$ cat src/rtl/uart_tx_arbiter_if.sv
`default_nettype none
// ============================================================================
// Module      : uart_tx_arbiter_if
// Description : Bundle of requester-side and UART-side signals for the
//               round-robin UART transmit arbiter.
// Revision    : 1.0 - initial release
// ============================================================================
interface uart_tx_arbiter_if #(
  parameter int NREQ = 3
);
  logic [NREQ-1:0]   req_valid;
  logic [8*NREQ-1:0] req_data;
  logic [NREQ-1:0]   req_ack;
  logic              tx_rdy_n;
  logic              tx_en;
  logic [2:0]        waddr;
  logic [7:0]        wdata;
  logic              busy;
  logic [1:0]        grant_id;
  logic              timeout_err;
  logic              err_clr;

  // Arbiter side
  modport slave (
    input  req_valid, req_data, tx_rdy_n, err_clr,
    output req_ack, tx_en, waddr, wdata, busy, grant_id, timeout_err
  );

  // Environment side (requesters, UART, error handling)
  modport master (
    output req_valid, req_data, tx_rdy_n, err_clr,
    input  req_ack, tx_en, waddr, wdata, busy, grant_id, timeout_err
  );
endinterface
`default_nettype wire

$ cat src/rtl/uart_tx_arbiter.sv
`default_nettype none
// ============================================================================
// Module      : uart_tx_arbiter
// Description : Round-robin arbiter feeding bytes from NREQ requesters into a
//               UART transmit holding register. One write strobe per byte,
//               a fixed hold-off after each write, then a bounded wait for the
//               UART ready flag; a byte whose wait expires is abandoned and
//               flagged in a sticky error bit.
// Revision    : 1.0 - initial release
// ============================================================================
module uart_tx_arbiter #(
  parameter int          NREQ    = 3,
  parameter int          HOLDOFF = 4,
  parameter logic [19:0] TIMEOUT = 20'd540000
) (
  input  logic             clk,
  input  logic             rst,
  uart_tx_arbiter_if.slave bus
);

  typedef enum logic [1:0] {
    S_IDLE  = 2'd0,
    S_ISSUE = 2'd1,
    S_HOLD  = 2'd2,
    S_WAIT  = 2'd3
  } state_t;

  state_t      r_state;
  logic        r_tx_en;
  logic [NREQ-1:0] r_req_ack;
  logic [7:0]  r_wdata;
  logic [1:0]  r_grant_id;
  logic [1:0]  r_last_grant;
  logic        r_busy;
  logic        r_timeout_err;
  logic [3:0]  r_hold_cnt;
  logic [19:0] r_wait_cnt;

  state_t      w_state_nxt;
  logic        w_tx_en_nxt;
  logic [NREQ-1:0] w_req_ack_nxt;
  logic [7:0]  w_wdata_nxt;
  logic [1:0]  w_grant_id_nxt;
  logic [1:0]  w_last_grant_nxt;
  logic        w_timeout_err_nxt;
  logic [3:0]  w_hold_cnt_nxt;
  logic [19:0] w_wait_cnt_nxt;

  logic        w_found;
  logic [1:0]  w_sel;
  logic [7:0]  w_sel_data;

  // Round-robin search: first valid requester starting just after last_grant.
  // Indices stay constant after unrolling, so no variable bit-selects appear.
  always_comb begin
    w_found    = 1'b0;
    w_sel      = 2'd0;
    w_sel_data = 8'd0;
    for (int k = 1; k <= NREQ; k++) begin
      for (int i = 0; i < NREQ; i++) begin
        if (!w_found && bus.req_valid[i] &&
            ((int'(r_last_grant) + k) % NREQ) == i) begin
          w_found    = 1'b1;
          w_sel      = 2'(i);
          w_sel_data = bus.req_data[8*i +: 8];
        end
      end
    end
  end

  // Next-state and next-output decode; every output is registered below.
  always_comb begin
    w_state_nxt       = r_state;
    w_tx_en_nxt       = 1'b0;
    w_req_ack_nxt     = '0;
    w_wdata_nxt       = r_wdata;
    w_grant_id_nxt    = r_grant_id;
    w_last_grant_nxt  = r_last_grant;
    w_hold_cnt_nxt    = r_hold_cnt;
    w_wait_cnt_nxt    = r_wait_cnt;
    // A timeout in the same cycle overrides the clear further down.
    w_timeout_err_nxt = bus.err_clr ? 1'b0 : r_timeout_err;
    case (r_state)
      S_IDLE: begin
        if (!bus.tx_rdy_n && w_found) begin
          w_state_nxt    = S_ISSUE;
          w_tx_en_nxt    = 1'b1;
          w_wdata_nxt    = w_sel_data;
          w_grant_id_nxt = w_sel;
          for (int i = 0; i < NREQ; i++) begin
            w_req_ack_nxt[i] = (w_sel == 2'(i));
          end
        end
      end
      S_ISSUE: begin
        w_state_nxt    = S_HOLD;
        w_hold_cnt_nxt = 4'd0;
      end
      S_HOLD: begin
        // tx_rdy_n is not trustworthy right after a write, so it is ignored.
        if (r_hold_cnt == 4'(HOLDOFF - 1)) begin
          w_state_nxt    = S_WAIT;
          w_wait_cnt_nxt = 20'd0;
        end else begin
          w_hold_cnt_nxt = r_hold_cnt + 4'd1;
        end
      end
      S_WAIT: begin
        if (!bus.tx_rdy_n) begin
          w_state_nxt      = S_IDLE;
          w_last_grant_nxt = r_grant_id;
        end else if (r_wait_cnt == TIMEOUT - 20'd1) begin
          // The requester was already acked, so the byte is dropped, not retried.
          w_state_nxt       = S_IDLE;
          w_last_grant_nxt  = r_grant_id;
          w_timeout_err_nxt = 1'b1;
        end else begin
          w_wait_cnt_nxt = r_wait_cnt + 20'd1;
        end
      end
      default: w_state_nxt = S_IDLE;
    endcase
  end

  // State and output registers; reset parks the pointer so requester 0 wins first.
  always_ff @(posedge clk or posedge rst) begin
    if (rst) begin
      r_state       <= S_IDLE;
      r_tx_en       <= 1'b0;
      r_req_ack     <= '0;
      r_wdata       <= 8'd0;
      r_grant_id    <= 2'd0;
      r_last_grant  <= 2'(NREQ - 1);
      r_busy        <= 1'b0;
      r_timeout_err <= 1'b0;
      r_hold_cnt    <= 4'd0;
      r_wait_cnt    <= 20'd0;
    end else begin
      r_state       <= w_state_nxt;
      r_tx_en       <= w_tx_en_nxt;
      r_req_ack     <= w_req_ack_nxt;
      r_wdata       <= w_wdata_nxt;
      r_grant_id    <= w_grant_id_nxt;
      r_last_grant  <= w_last_grant_nxt;
      r_busy        <= (w_state_nxt != S_IDLE);
      r_timeout_err <= w_timeout_err_nxt;
      r_hold_cnt    <= w_hold_cnt_nxt;
      r_wait_cnt    <= w_wait_cnt_nxt;
    end
  end

  assign bus.tx_en       = r_tx_en;
  assign bus.req_ack     = r_req_ack;
  assign bus.waddr       = 3'd0;
  assign bus.wdata       = r_wdata;
  assign bus.busy        = r_busy;
  assign bus.grant_id    = r_grant_id;
  assign bus.timeout_err = r_timeout_err;

endmodule
`default_nettype wire

$ cat src/flat_wrapper.sv
// flat-port wrapper written by rule: the top's interface ports become plain ports
module uart_tx_arbiter_flat 
#(
  parameter int          NREQ    = 3,
  parameter int          HOLDOFF = 4,
  parameter logic [19:0] TIMEOUT = 20'd540000
)
  (clk, rst, bus_req_valid, bus_req_data, bus_tx_rdy_n, bus_err_clr, bus_req_ack, bus_tx_en, bus_waddr, bus_wdata, bus_busy, bus_grant_id, bus_timeout_err);
  uart_tx_arbiter_if #(.NREQ(NREQ)) bus_i ();
  input  logic clk;
  input  logic rst;
  input wire logic [$bits(bus_i.req_valid)-1:0] bus_req_valid;
  input wire logic [$bits(bus_i.req_data)-1:0] bus_req_data;
  input wire logic [$bits(bus_i.tx_rdy_n)-1:0] bus_tx_rdy_n;
  input wire logic [$bits(bus_i.err_clr)-1:0] bus_err_clr;
  output wire logic [$bits(bus_i.req_ack)-1:0] bus_req_ack;
  output wire logic [$bits(bus_i.tx_en)-1:0] bus_tx_en;
  output wire logic [$bits(bus_i.waddr)-1:0] bus_waddr;
  output wire logic [$bits(bus_i.wdata)-1:0] bus_wdata;
  output wire logic [$bits(bus_i.busy)-1:0] bus_busy;
  output wire logic [$bits(bus_i.grant_id)-1:0] bus_grant_id;
  output wire logic [$bits(bus_i.timeout_err)-1:0] bus_timeout_err;
  assign bus_i.req_valid = bus_req_valid;
  assign bus_i.req_data = bus_req_data;
  assign bus_i.tx_rdy_n = bus_tx_rdy_n;
  assign bus_i.err_clr = bus_err_clr;
  assign bus_req_ack = bus_i.req_ack;
  assign bus_tx_en = bus_i.tx_en;
  assign bus_waddr = bus_i.waddr;
  assign bus_wdata = bus_i.wdata;
  assign bus_busy = bus_i.busy;
  assign bus_grant_id = bus_i.grant_id;
  assign bus_timeout_err = bus_i.timeout_err;
  uart_tx_arbiter #(.NREQ(NREQ), .HOLDOFF(HOLDOFF), .TIMEOUT(TIMEOUT)) u_core (.clk(clk), .rst(rst), .bus(bus_i));
endmodule
$ cat config.mk
export PLATFORM = sky130hd
export DESIGN_NAME = uart_tx_arbiter_flat
export DESIGN_NICKNAME = d
export VERILOG_FILES = /design/src/rtl/uart_tx_arbiter_if.sv /design/src/rtl/uart_tx_arbiter.sv /design/src/flat_wrapper.sv
export SDC_FILE = /design/constraint.sdc
export NUM_CORES = 1
export LEC_CHECK = 0
export CAP_MARGIN = 5
export CORE_ASPECT_RATIO = 1.2
export CORE_MARGIN = 1
export CORE_UTILIZATION = 56
export DETAILED_ROUTE_END_ITERATION = 8
export PLACE_DENSITY = 0.86
export REMOVE_ABC_BUFFERS = 1
export SYNTH_ARGS = -nofsm -noshare
export SYNTH_HDL_FRONTEND = slang
export SYNTH_SLANG_ARGS = --single-unit
$ cat constraint.sdc
create_clock -name clk -period 6.2 [get_ports clk]
set_input_delay 1.86 -clock clk [delete_from_list [all_inputs] [get_ports clk]]
set_output_delay 1.86 -clock clk [all_outputs]
set_load 0.1 [all_outputs]
==> summary.txt <==
Timing
  • Max-slew headroom: 28.7%
  • Final hold violations: 0
  • Fin crit share: 60.1%
  • Final min period: 3.73 ns
  • Clock skew: 0.00756 ns
  • Worst-margin pin slew: 1.06 ns
  • Slew Viols, Final: 0
  • RSZ-0062 raised after global routing: no
  • Final number of setup-violating endpoints: 0
  • Fmax: 268 MHz
  • Setup TNS Final: 0 ns

Global routing
  • Total GRT Usage: 27.1%
  • Pin count of the biggest net entering global routing: 45
  • Number of global-route vias before repair: 2222
  • Initial antenna violation count: 0
  • Grt ovf: 0
  • First-pass GRT wire length: 10400 microns

Finish
  • Layout cells sized above 1: 7.96%
  • Final non-filler cell area: 0.00309 sq mm
  • Antenna Cells: 0
  • Area grow syn2layout: 21.1%
  • Final Net Count: 349
  • Filler cell count: 336
  • Post-layout util: 71.4%

Floorplan
  • Starting Density: 59.0%
  • Die Wd: 63.6 microns
  • Die H: 75.9 microns
  • Core footprint: 0.00433 sq mm
  • Die area: 0.00483 sq mm
  • Top-Level Pins: 50
  • Row cnt: 26

Power and ir drop
  • Reg power frac: 31.1%
  • Sw frac: 51.5%
  • Power per cell area: 430 mW/mm^2
  • Static Leakage: 0.00125 uW
  • VDD IR max: 0.461 mV
  • Psw: 685 uW
  • Comb power frac: 54.5%
  • Clock Power Share: 14.4%
  • Design Power: 1330 uW
  • Int Pwr: 644 uW

CTS
  • Cts bufs inserted: 5
  • CTS Buffer Depth: 2
  • H-tree levels: 2
  • Post-CTS Hold Buffers: 0
  • Clk root buf: clkbuf_8
  • CTS tree: built
  • PostCTS Resize Cnt: 0
  • Post-CTS Setup Inserts: 0
  • Clock slew at reported path FFs: 0.09 ns
  • Sink Count: 44
  • Worst skew pair latency: 0.29 ns

Synth
  • Synth Cell Area: 0.00255 sq mm
  • Yosys cell types: 55
  • Commonest register cell after synthesis: dfrtp_1
  • Largest area contributor in the netlist: dfrtp_1
  • Synth warnings: 0
  • Area share of the largest cell type after synthesis: 42.2%
  • Top cells by area, synth: dfrtp_1 42%, a21oi_1 4.9%, xnor2_1 3.8%
  • Cell count after synthesis: 272
  • Sequential share of the synthesized area: 43.2%
  • FFs w/ async S/R, synth: 100%
  • Number of synthesized flops with an enable pin: 0
  • Top-count cell post-synth: dfrtp_1
  • Most frequent cells after synthesis: 43 x dfrtp_1, 25 x a21oi_1, 24 x nand2_1
  • Number of synthesized register bits: 44
  • Synthesized area per cell: 9.38 sq um

Critical path
  • Crit path DAT: 3.92 ns
  • Worst-path fanout max: 16
  • CP cell instances: clkdlybuf4s50_1 -> o31ai_1 -> and4_1 -> a31o_2 -> inv_2 -> and3_1 -> a21o_1
  • Kind of critical path: primary input to register
  • Critical Path RT: 6.39 ns
  • Startpoint types: primary input
  • Worst path slowest cell: clkdlybuf4s50_1
  • Worst R2R End: u_core.r_wait_cnt[2]
  • Setup crit end kind: register
  • Reg2reg path depth: 4
  • Slowest stage delay, CP: 0.68 ns
  • Reg2Reg Setup Slack: 3.87 ns
  • Reg-to-reg critical path startpoint: u_core.r_state[0]

Run
  • Max Cap Viol: 0

Routing
  • DR vias: 2235
  • DRT iter0 DRCs: 168
  • Drt first pass iters: 5
  • Number of nets still failing antenna checks after routing: 0
  • DRC: 0
  • Final WL: 5890 microns
  • DR vias/cell: 6.04
  • Wire per inst: 15.9 microns

Run status
  • Outcome: complete, no violations

Place
  • DP Area: 0.00299 sq mm
  • Gp weighted congestion: 0.843
  • Buffers on Ports: 46
  • DPL Wire Length: 4310 microns

Hold path
  • Min-delay src: u_core.r_wait_cnt[13]
  • Hold endpoint: u_core.r_wait_cnt[13]
  • Worst Hold Class: register to register
  • Hold Path Depth: 2
==> per-stage QoR <==
stage,hold WS (ns),setup WS (ns),instances
3_5_place_dp,0.514,2.21,362
2_1_floorplan,0.497,3.14,259
5_1_grt,0.557,2.37,370
6_report,0.544,2.47,370
4_1_cts,0.550,2.48,370
3_3_place_gp,0.506,2.26,362
==> layer usage <==
layer,global-route usage [%],vias to the layer above,part of all wire [%]
met4,7.73,0,1.1
met5,0,-,0
met2,47.2,87,52
li1,-,1076,-
met1,33.4,1064,41
met3,5.27,8,5.6
==> critical path: cells and delay by family <==
family / cells / cell delay, ns
and+or+nand+nor: 2 / 0.46
buffers and inverters: 2 / 0.83
AOI/OAI and AO/OA: 3 / 0.76
==> worst max-delay path by stage <==
stage	slack, ns	from	endpoint
floorplan	3.14	bus_req_valid[0]	u_core.bus.grant_id[0]
global placement	2.26	bus_req_valid[1]	u_core.bus.grant_id[0]
detailed placement	2.21	bus_req_valid[1]	u_core.bus.grant_id[0]
CTS	2.48	u_core.bus.grant_id[1]	bus_grant_id[1]
global route	2.37	bus_req_valid[1]	u_core.bus.grant_id[0]
finish	2.47	bus_req_valid[1]	u_core.bus.grant_id[0]
==> logic make-up after synthesis <==
kind of cell	after synthesis	synth area share [%]
simple gates	109	24.0
mux	6	2.45
fa+ha+maj	5	2.45
compound gates	74	18.8
buf+inv	22	5.10
flops	44	43.2
xor+xnor	11	3.78
other cells	1	0.147
==> sequential cells by signal (all words and copies together) (netlist names) <==
signal and cells:
u_core.bus.grant_id 2, u_core.r_hold_cnt 4, u_core.r_last_grant 2, u_core.r_state 2
u_core.bus.tx_en 1, u_core.r_wait_cnt 20, u_core.bus.req_ack 3, u_core.bus.wdata 8
u_core.bus.timeout_err 1, u_core.bus.busy 1
==> placed cells by master (no fill, tap or decap), types with 5 or more instances in the layout <==
| cell | n |
|---|---|
| clkdlybuf4s50_1 | 46 |
| dfrtp_1 | 43 |
| a21oi_1 | 25 |
| nand2_1 | 24 |
| nor2_1 | 22 |
| o21ai_0 | 17 |
| xnor2_1 | 11 |
| nor3_1 | 9 |
| or3_1 | 8 |
| nand3_1 | 7 |
| nand4_1 | 6 |
| clkbuf_8 | 6 |
| and2_1 | 5 |
| inv_1 | 5 |
| nor2b_1 | 5 |
| ha_1 | 5 |
==> power by group through the flow <==
| stage | Combinational, uW | Clock, uW | Sequential [uW] |
|---|---|---|---|
| 2_1_floorplan | 264 | 0 | 681 |
| 3_3_place_gp | 703 | 0 | 415 |
| 3_5_place_dp | 719 | 0 | 414 |
| 4_1_cts | 720 | 194 | 411 |
| 5_1_grt | 765 | 207 | 420 |
| 6_report | 724 | 191 | 413 |
==> area by class of cell <==
class,count,area [sq um],share of cell area [%]
sequential,44,1100,35.7
inverter,7,26.3,0.851
clock buffer,6,82.6,2.67
clock inverter,2,13.8,0.446
timing repair buffer,47,468,15.1
tap,56,70.1,2.27
multi-input combinational,208,1330,42.9
No activity file was read; power rests on OpenSTA's default activity.
